## src/rtl/sr_latch_driver_if.sv

```systemverilog
// rtl/sr_latch_driver_if.sv - request/status bundle between control logic and sr_latch_driver
//
// Signals:
//   set_req  - request to set the latch (Q=1), honoured only while idle
//   clr_req  - request to clear the latch (Q=0), honoured only while idle
//   busy     - driver is executing an operation
//   done     - one-cycle pulse at the end of every accepted operation
//   err      - one-cycle fault pulse (forbidden request or failed readback)
//   q_state  - last target value confirmed by a clean readback
// Modports: master = requesting logic, slave = sr_latch_driver.

interface sr_latch_driver_if;
    logic set_req;
    logic clr_req;
    logic busy;
    logic done;
    logic err;
    logic q_state;

    modport master (
        output set_req,
        output clr_req,
        input  busy,
        input  done,
        input  err,
        input  q_state
    );

    modport slave (
        input  set_req,
        input  clr_req,
        output busy,
        output done,
        output err,
        output q_state
    );
endinterface

```

## src/rtl/sr_latch_driver.sv

```systemverilog
// rtl/sr_latch_driver.sv - clocked S/R pulse generator and readback checker for a NOR SR latch
//
// Turns single-cycle set/clear requests into width-controlled S/R pulses,
// waits for the latch to settle, then checks the synchronized Q/Qbar
// readback against the requested value.
//
// Parameters:
//   PULSE_CYCLES  - cycles S or R is held high (1..255)
//   SETTLE_CYCLES - quiet cycles with S=R=0 before the readback check (2..255)
// Ports:
//   clk      - rising-edge clock
//   rst      - synchronous active-high reset
//   ctl      - request/status bundle (slave side)
//   S, R     - registered latch drives, never high together
//   Q_fb     - latch Q, asynchronous to clk
//   Qbar_fb  - latch Qbar, asynchronous to clk

module sr_latch_driver #(
    parameter int PULSE_CYCLES  = 4,
    parameter int SETTLE_CYCLES = 2
) (
    input  logic               clk,
    input  logic               rst,
    sr_latch_driver_if.slave   ctl,
    output logic               S,
    output logic               R,
    input  logic               Q_fb,
    input  logic               Qbar_fb
);

    typedef enum logic [1:0] {
        IDLE,
        PULSE,
        SETTLE,
        CHECK
    } state_t;

    // The counter starts at 0 on state entry, so the last cycle of a phase
    // is the one where it equals length-1.
    localparam logic [7:0] PULSE_LAST  = 8'(PULSE_CYCLES - 1);
    localparam logic [7:0] SETTLE_LAST = 8'(SETTLE_CYCLES - 1);

    state_t     state;
    state_t     state_next;
    logic [7:0] cnt;
    logic [7:0] cnt_next;
    logic       s_q;
    logic       s_next;
    logic       r_q;
    logic       r_next;
    logic       target;
    logic       target_next;
    logic       q_state_q;
    logic       q_state_next;
    logic       forbid_err;
    logic       forbid_next;

    // Two-flop synchronizers for the asynchronous latch outputs.
    logic       qs_meta;
    logic       qs;
    logic       qbs_meta;
    logic       qbs;

    logic       fb_ok;
    logic       set_only;
    logic       clr_only;
    logic       both_req;

    assign set_only = ctl.set_req & ~ctl.clr_req;
    assign clr_only = ctl.clr_req & ~ctl.set_req;
    assign both_req = ctl.set_req & ctl.clr_req;

    // Q and Qbar must both agree with the target; Q=Qbar=0 (latch held by
    // an active input or broken) is a fault just like a stuck value.
    assign fb_ok = (qs == target) && (qbs == ~target);

    always_ff @(posedge clk) begin
        if (rst) begin
            state      <= IDLE;
            cnt        <= 8'd0;
            s_q        <= 1'b0;
            r_q        <= 1'b0;
            target     <= 1'b0;
            q_state_q  <= 1'b0;
            forbid_err <= 1'b0;
            qs_meta    <= 1'b0;
            qs         <= 1'b0;
            qbs_meta   <= 1'b0;
            qbs        <= 1'b0;
        end else begin
            state      <= state_next;
            cnt        <= cnt_next;
            s_q        <= s_next;
            r_q        <= r_next;
            target     <= target_next;
            q_state_q  <= q_state_next;
            forbid_err <= forbid_next;
            qs_meta    <= Q_fb;
            qs         <= qs_meta;
            qbs_meta   <= Qbar_fb;
            qbs        <= qbs_meta;
        end
    end

    always_comb begin
        state_next   = state;
        cnt_next     = cnt;
        s_next       = s_q;
        r_next       = r_q;
        target_next  = target;
        q_state_next = q_state_q;
        forbid_next  = 1'b0;

        case (state)
            IDLE: begin
                cnt_next = 8'd0;
                s_next   = 1'b0;
                r_next   = 1'b0;
                if (set_only) begin
                    target_next = 1'b1;
                    s_next      = 1'b1;
                    state_next  = PULSE;
                end else if (clr_only) begin
                    target_next = 1'b0;
                    r_next      = 1'b1;
                    state_next  = PULSE;
                end else if (both_req) begin
                    // Driving S and R together would leave the NOR latch in
                    // an undefined state on release; refuse and flag it.
                    forbid_next = 1'b1;
                end
            end

            PULSE: begin
                if (cnt == PULSE_LAST) begin
                    s_next     = 1'b0;
                    r_next     = 1'b0;
                    cnt_next   = 8'd0;
                    state_next = SETTLE;
                end else begin
                    cnt_next = cnt + 8'd1;
                end
            end

            SETTLE: begin
                s_next = 1'b0;
                r_next = 1'b0;
                if (cnt == SETTLE_LAST) begin
                    cnt_next   = 8'd0;
                    state_next = CHECK;
                end else begin
                    cnt_next = cnt + 8'd1;
                end
            end

            CHECK: begin
                s_next     = 1'b0;
                r_next     = 1'b0;
                cnt_next   = 8'd0;
                state_next = IDLE;
                if (fb_ok) begin
                    q_state_next = target;
                end
            end

            default: begin
                s_next     = 1'b0;
                r_next     = 1'b0;
                cnt_next   = 8'd0;
                state_next = IDLE;
            end
        endcase
    end

    assign S           = s_q;
    assign R           = r_q;
    assign ctl.busy    = (state != IDLE);
    assign ctl.done    = (state == CHECK);
    assign ctl.err     = forbid_err | ((state == CHECK) & ~fb_ok);
    assign ctl.q_state = q_state_q;

endmodule

```

## src/flat_wrapper.sv

```systemverilog
// flat-port wrapper written by rule: the top's interface ports become plain ports
module sr_latch_driver_flat 
#(
    parameter int PULSE_CYCLES  = 4,
    parameter int SETTLE_CYCLES = 2
)
  (clk, rst, S, R, Q_fb, Qbar_fb, ctl_set_req, ctl_clr_req, ctl_busy, ctl_done, ctl_err, ctl_q_state);
  sr_latch_driver_if ctl_i ();
  input  logic clk;
  input  logic rst;
  output logic S;
  output logic R;
  input  logic Q_fb;
  input  logic Qbar_fb;
  input wire logic [$bits(ctl_i.set_req)-1:0] ctl_set_req;
  input wire logic [$bits(ctl_i.clr_req)-1:0] ctl_clr_req;
  output wire logic [$bits(ctl_i.busy)-1:0] ctl_busy;
  output wire logic [$bits(ctl_i.done)-1:0] ctl_done;
  output wire logic [$bits(ctl_i.err)-1:0] ctl_err;
  output wire logic [$bits(ctl_i.q_state)-1:0] ctl_q_state;
  assign ctl_i.set_req = ctl_set_req;
  assign ctl_i.clr_req = ctl_clr_req;
  assign ctl_busy = ctl_i.busy;
  assign ctl_done = ctl_i.done;
  assign ctl_err = ctl_i.err;
  assign ctl_q_state = ctl_i.q_state;
  sr_latch_driver #(.PULSE_CYCLES(PULSE_CYCLES), .SETTLE_CYCLES(SETTLE_CYCLES)) u_core (.clk(clk), .rst(rst), .ctl(ctl_i), .S(S), .R(R), .Q_fb(Q_fb), .Qbar_fb(Qbar_fb));
endmodule
```

## config.mk

```make
export PLATFORM = sky130hd
export DESIGN_NAME = sr_latch_driver_flat
export DESIGN_NICKNAME = d
export VERILOG_FILES = /design/src/rtl/sr_latch_driver_if.sv /design/src/rtl/sr_latch_driver.sv /design/src/flat_wrapper.sv
export SDC_FILE = /design/constraint.sdc
export NUM_CORES = 1
export LEC_CHECK = 0
export ABC_AREA = 0
export CAP_MARGIN = 0
export CORE_ASPECT_RATIO = 0.7
export CORE_MARGIN = 5
export CORE_UTILIZATION = 40
export CTS_CLUSTER_DIAMETER = 30
export DETAILED_ROUTE_END_ITERATION = 7
export GPL_ROUTABILITY_DRIVEN = 0
export HOLD_SLACK_MARGIN = 0.1
export MAX_ROUTING_LAYER = met4
export PLACE_DENSITY = 0.63
export SLEW_MARGIN = 20
export SYNTH_ARGS = -nofsm -noshare
export SYNTH_HDL_FRONTEND = slang
export SYNTH_SLANG_ARGS = --single-unit
export TNS_END_PERCENT = 100
```

## constraint.sdc

```tcl
create_clock -name clk -period 1.7 [get_ports clk]
set_clock_uncertainty 0.1 [all_clocks]
set_input_delay 0.255 -clock clk [delete_from_list [all_inputs] [get_ports clk]]
set_output_delay 0.255 -clock clk [all_outputs]
set_load 0.02 [all_outputs]
```

==> summary.md <==
| Metric | Value |
|---|---|
| Top delay family on crit path | `compound AO/OA/AOI/OAI gates` |
| CTS Sinks | `19` |
| Starting density of the core | `42.3%` |
| Ant. Diodes | `0` |
| CP peak stage delay | `0.39 ns` |
| Synth top cells by count | `dfxtp_1, nor2_1, ha_1` |
| DRT Pass-1 Iters | `6` |
| Final net count | `141` |
| CTS tree | `yes` |
| Status | `finished, final reports clean` |
| Critical Path Sink Type | `flop` |
| P&R area growth vs syn | `33.2%` |
| Setup crit start | `u_core.cnt[5]` |
| Placement Rows | `14` |
| Via density per instance | `4.51` |
| Worst Tran Pin Value | `0.357 ns` |
| Slowest CP cell | `nor4_4` |
| Hold_buf cts | `0` |
| DIE WIDTH | `67.3 um` |
| Worst IR Drop VDD | `592 uV` |
| Top cell type's share of synthesized area | `41.4%` |
| Synth unique cells | `28` |
| Min Tclk post-route | `1.65 ns` |
| Final ANT Viol Nets | `0` |
| Final TNS setup | `0 ns` |
| Worst path required time | `1.81 ns` |
| Share of layout cells above drive strength 1 | `25.8%` |
| First-pass GRT wire length | `2.93 mm` |
| Crit path to | `u_core.state[0]` |
| Mapped Area | `918 um^2` |
| Via count | `704` |
| WP depth | `4` |
| Die area | `3370 um^2` |
| Most frequent cell after synthesis | `dfxtp_1` |
| # port buffers | `11` |
| Maximum clock frequency | `0.605 GHz` |
| Number of global-route vias before repair | `643` |
| DIE HEIGHT | `50.1 um` |
| Worst reg2reg path endpoint | `u_core.state[0]` |
| Yosys warns | `0` |
| RR Startpoint | `u_core.cnt[5]` |
| Top cells by area in the synthesized netlist | `dfxtp_1, ha_1, nor2_1` |
| P_leak | `0.524 nW` |
| Worst Reg-to-Reg Cells | `4` |
| Worst path bufs/invs | `0` |
| Critical-path cell list | `nor4_4, a31oi_4, o31a_1, o21a_1` |
| Biggest fanout along the worst timing path | `7` |
| CTS Buffer Depth | `2` |
| Placeable Area | `2170 um^2` |
| Async set-reset flop share out of synthesis | `0%` |
| R2r setup slk | `0.05 ns` |
| DR DRC count | `0` |
| Worst-Skew Late Latency | `0.31 ns` |
| Final hold viol count | `0` |
| Final setup viols | `0` |
| Worst-path clk slew | `0.11 ns` |
| H-tree depth | `1` |
| Arrival time of the worst setup path | `1.76 ns` |
| All-Layer GR Usage | `12.0%` |
| Worst hold path class | `flop to flop` |
| Syn Nets | `113` |
| IO Count | `12` |
| MaxCap Viol Count | `0` |
| Crit path kind | `flop to flop` |
| Yosys top cell by area | `dfxtp_1` |
| Pin count of the biggest net entering global routing | `12` |
| Startpoint Class | `flop` |
| Seq/Total Area, Yosys | `41.4%` |
| Iter 0 DRT Violations | `15` |
| Final Max Slew Viols | `0` |
| Number of enable flip-flop cells after synthesis | `0` |
| WL per Instance | `11.9 um` |
| Inserted Clock Buffers | `3` |
| Synth Instances | `97` |
| Initial antenna violation count | `0` |
| Routed WL | `1.85 mm` |
| Post-layout util | `56.3%` |
| Gr ovfl total | `0` |
| Post-synth top flop | `dfxtp_1` |
| Relative slew slack | `76.1%` |
| Root Driver | `clkbuf_4` |
| DP Wirelength | `1.36 mm` |
| Power per cell area | `1110 nW/um^2` |
| Final Cycle Share | `97.3%` |
| Total Power | `1.35 mW` |
| Syn avg cell area | `9.47 um^2` |
| Register bit total from synthesis | `19` |
state kept, by name (all words and copies together), names as in the netlist:
signal	cells
u_core.cnt	8
u_core.state	2
u_core.R	1
u_core.S	1
u_core.ctl.q_state	1
u_core.forbid_err	1
u_core.qbs	1
u_core.qbs_meta	1
u_core.qs	1
u_core.qs_meta	1
u_core.target	1
repair_timing:
action | CTS | global route
endpoints found under the setup margin | 3 | 13
buffers inserted | 0 | 3
pin swaps | 0 | 3
resized for setup | 11 | 11
worst register-to-register path, cell delays in order, from the launching register on:
cell	delay, ns
dfxtp_2	0.37
nor4_4	0.40
a31oi_4	0.20
o31a_1	0.33
o21a_1	0.17
cell families (layout without fill, tap and decap cells):
| logic type | after synthesis | after routing | synth area share (%) |
|---|---|---|---|
| AO/OA/AOI/OAI | 16 | 16 | 13.8 |
| adder cells (fa/ha/maj) | 10 | 10 | 13.6 |
| AND/OR/NAND/NOR | 36 | 36 | 21.4 |
| flip-flops | 19 | 19 | 41.4 |
| buffers and inverters | 10 | 37 | 4.09 |
| XOR/XNOR | 6 | 6 | 5.72 |
worst min path at each step:
stage,slack (ns),cells after the start,start,end
2_1_floorplan,0.28,1,Qbar_fb,u_core.qbs_meta
3_3_place_gp,0.32,1,u_core.qs_meta,u_core.qs
3_5_place_dp,0.33,1,u_core.qs_meta,u_core.qs
4_1_cts,0.35,1,u_core.qs_meta,u_core.qs
5_1_grt,0.37,1,u_core.qs_meta,u_core.qs
6_report,0.35,1,u_core.qs_meta,u_core.qs
metrics by stage:
step	hold WS [ns]	cell area [um^2]	setup slack (ns)	cells
floorplan	0.283	918	0.136	97
global placement	0.320	1140	-0.128	149
finish	0.345	1220	0.0461	156
global route	0.366	1220	-0.0455	156
detailed placement	0.329	1140	-0.183	149
CTS	0.350	1170	0.00185	153
layout make-up:
cell class | count | area (um^2)
clock inverter | 1 | 5.00
inverter | 9 | 33.8
timing repair buffer | 24 | 205
tap | 32 | 40.0
multi-input combinational | 68 | 528
fill | 204 | 948
sequential | 19 | 389
clock buffer | 3 | 22.5
placed cells by master (no fill, tap or decap), types with 2 or more instances in the layout:
master	netlist	layout
a21oi_1	4	3
nor2b_1	5	4
nand3b_1	4	4
xnor2_1	4	4
dfxtp_1	19	14
clkdlybuf4s50_1	0	7
inv_1	9	9
a21o_1	2	2
buf_4	0	13
nand2_1	6	6
clkbuf_4	0	3
dfxtp_2	0	4
nand3_1	2	2
xor2_1	2	2
ha_1	10	10
nor2_1	13	13
where the power goes:
group / switching (mW) / leakage [nW] / internal (mW)
combinational: 0.293 / 0.349 / 0.280
clock: 0.144 / 0.0177 / 0.0880
sequential: 0.0445 / 0.157 / 0.504
metal layers:
layer | up-vias | routed length (um) | GRT usage, %
li1 | 382 | - | -
met2 | 8 | 756 | 15.5
met3 | 5 | 81 | 4.55
met4 | 0 | 34 | 5.05
met5 | - | 0 | -
met1 | 309 | 980 | 16.3
(Power assumes the default switching activity.)
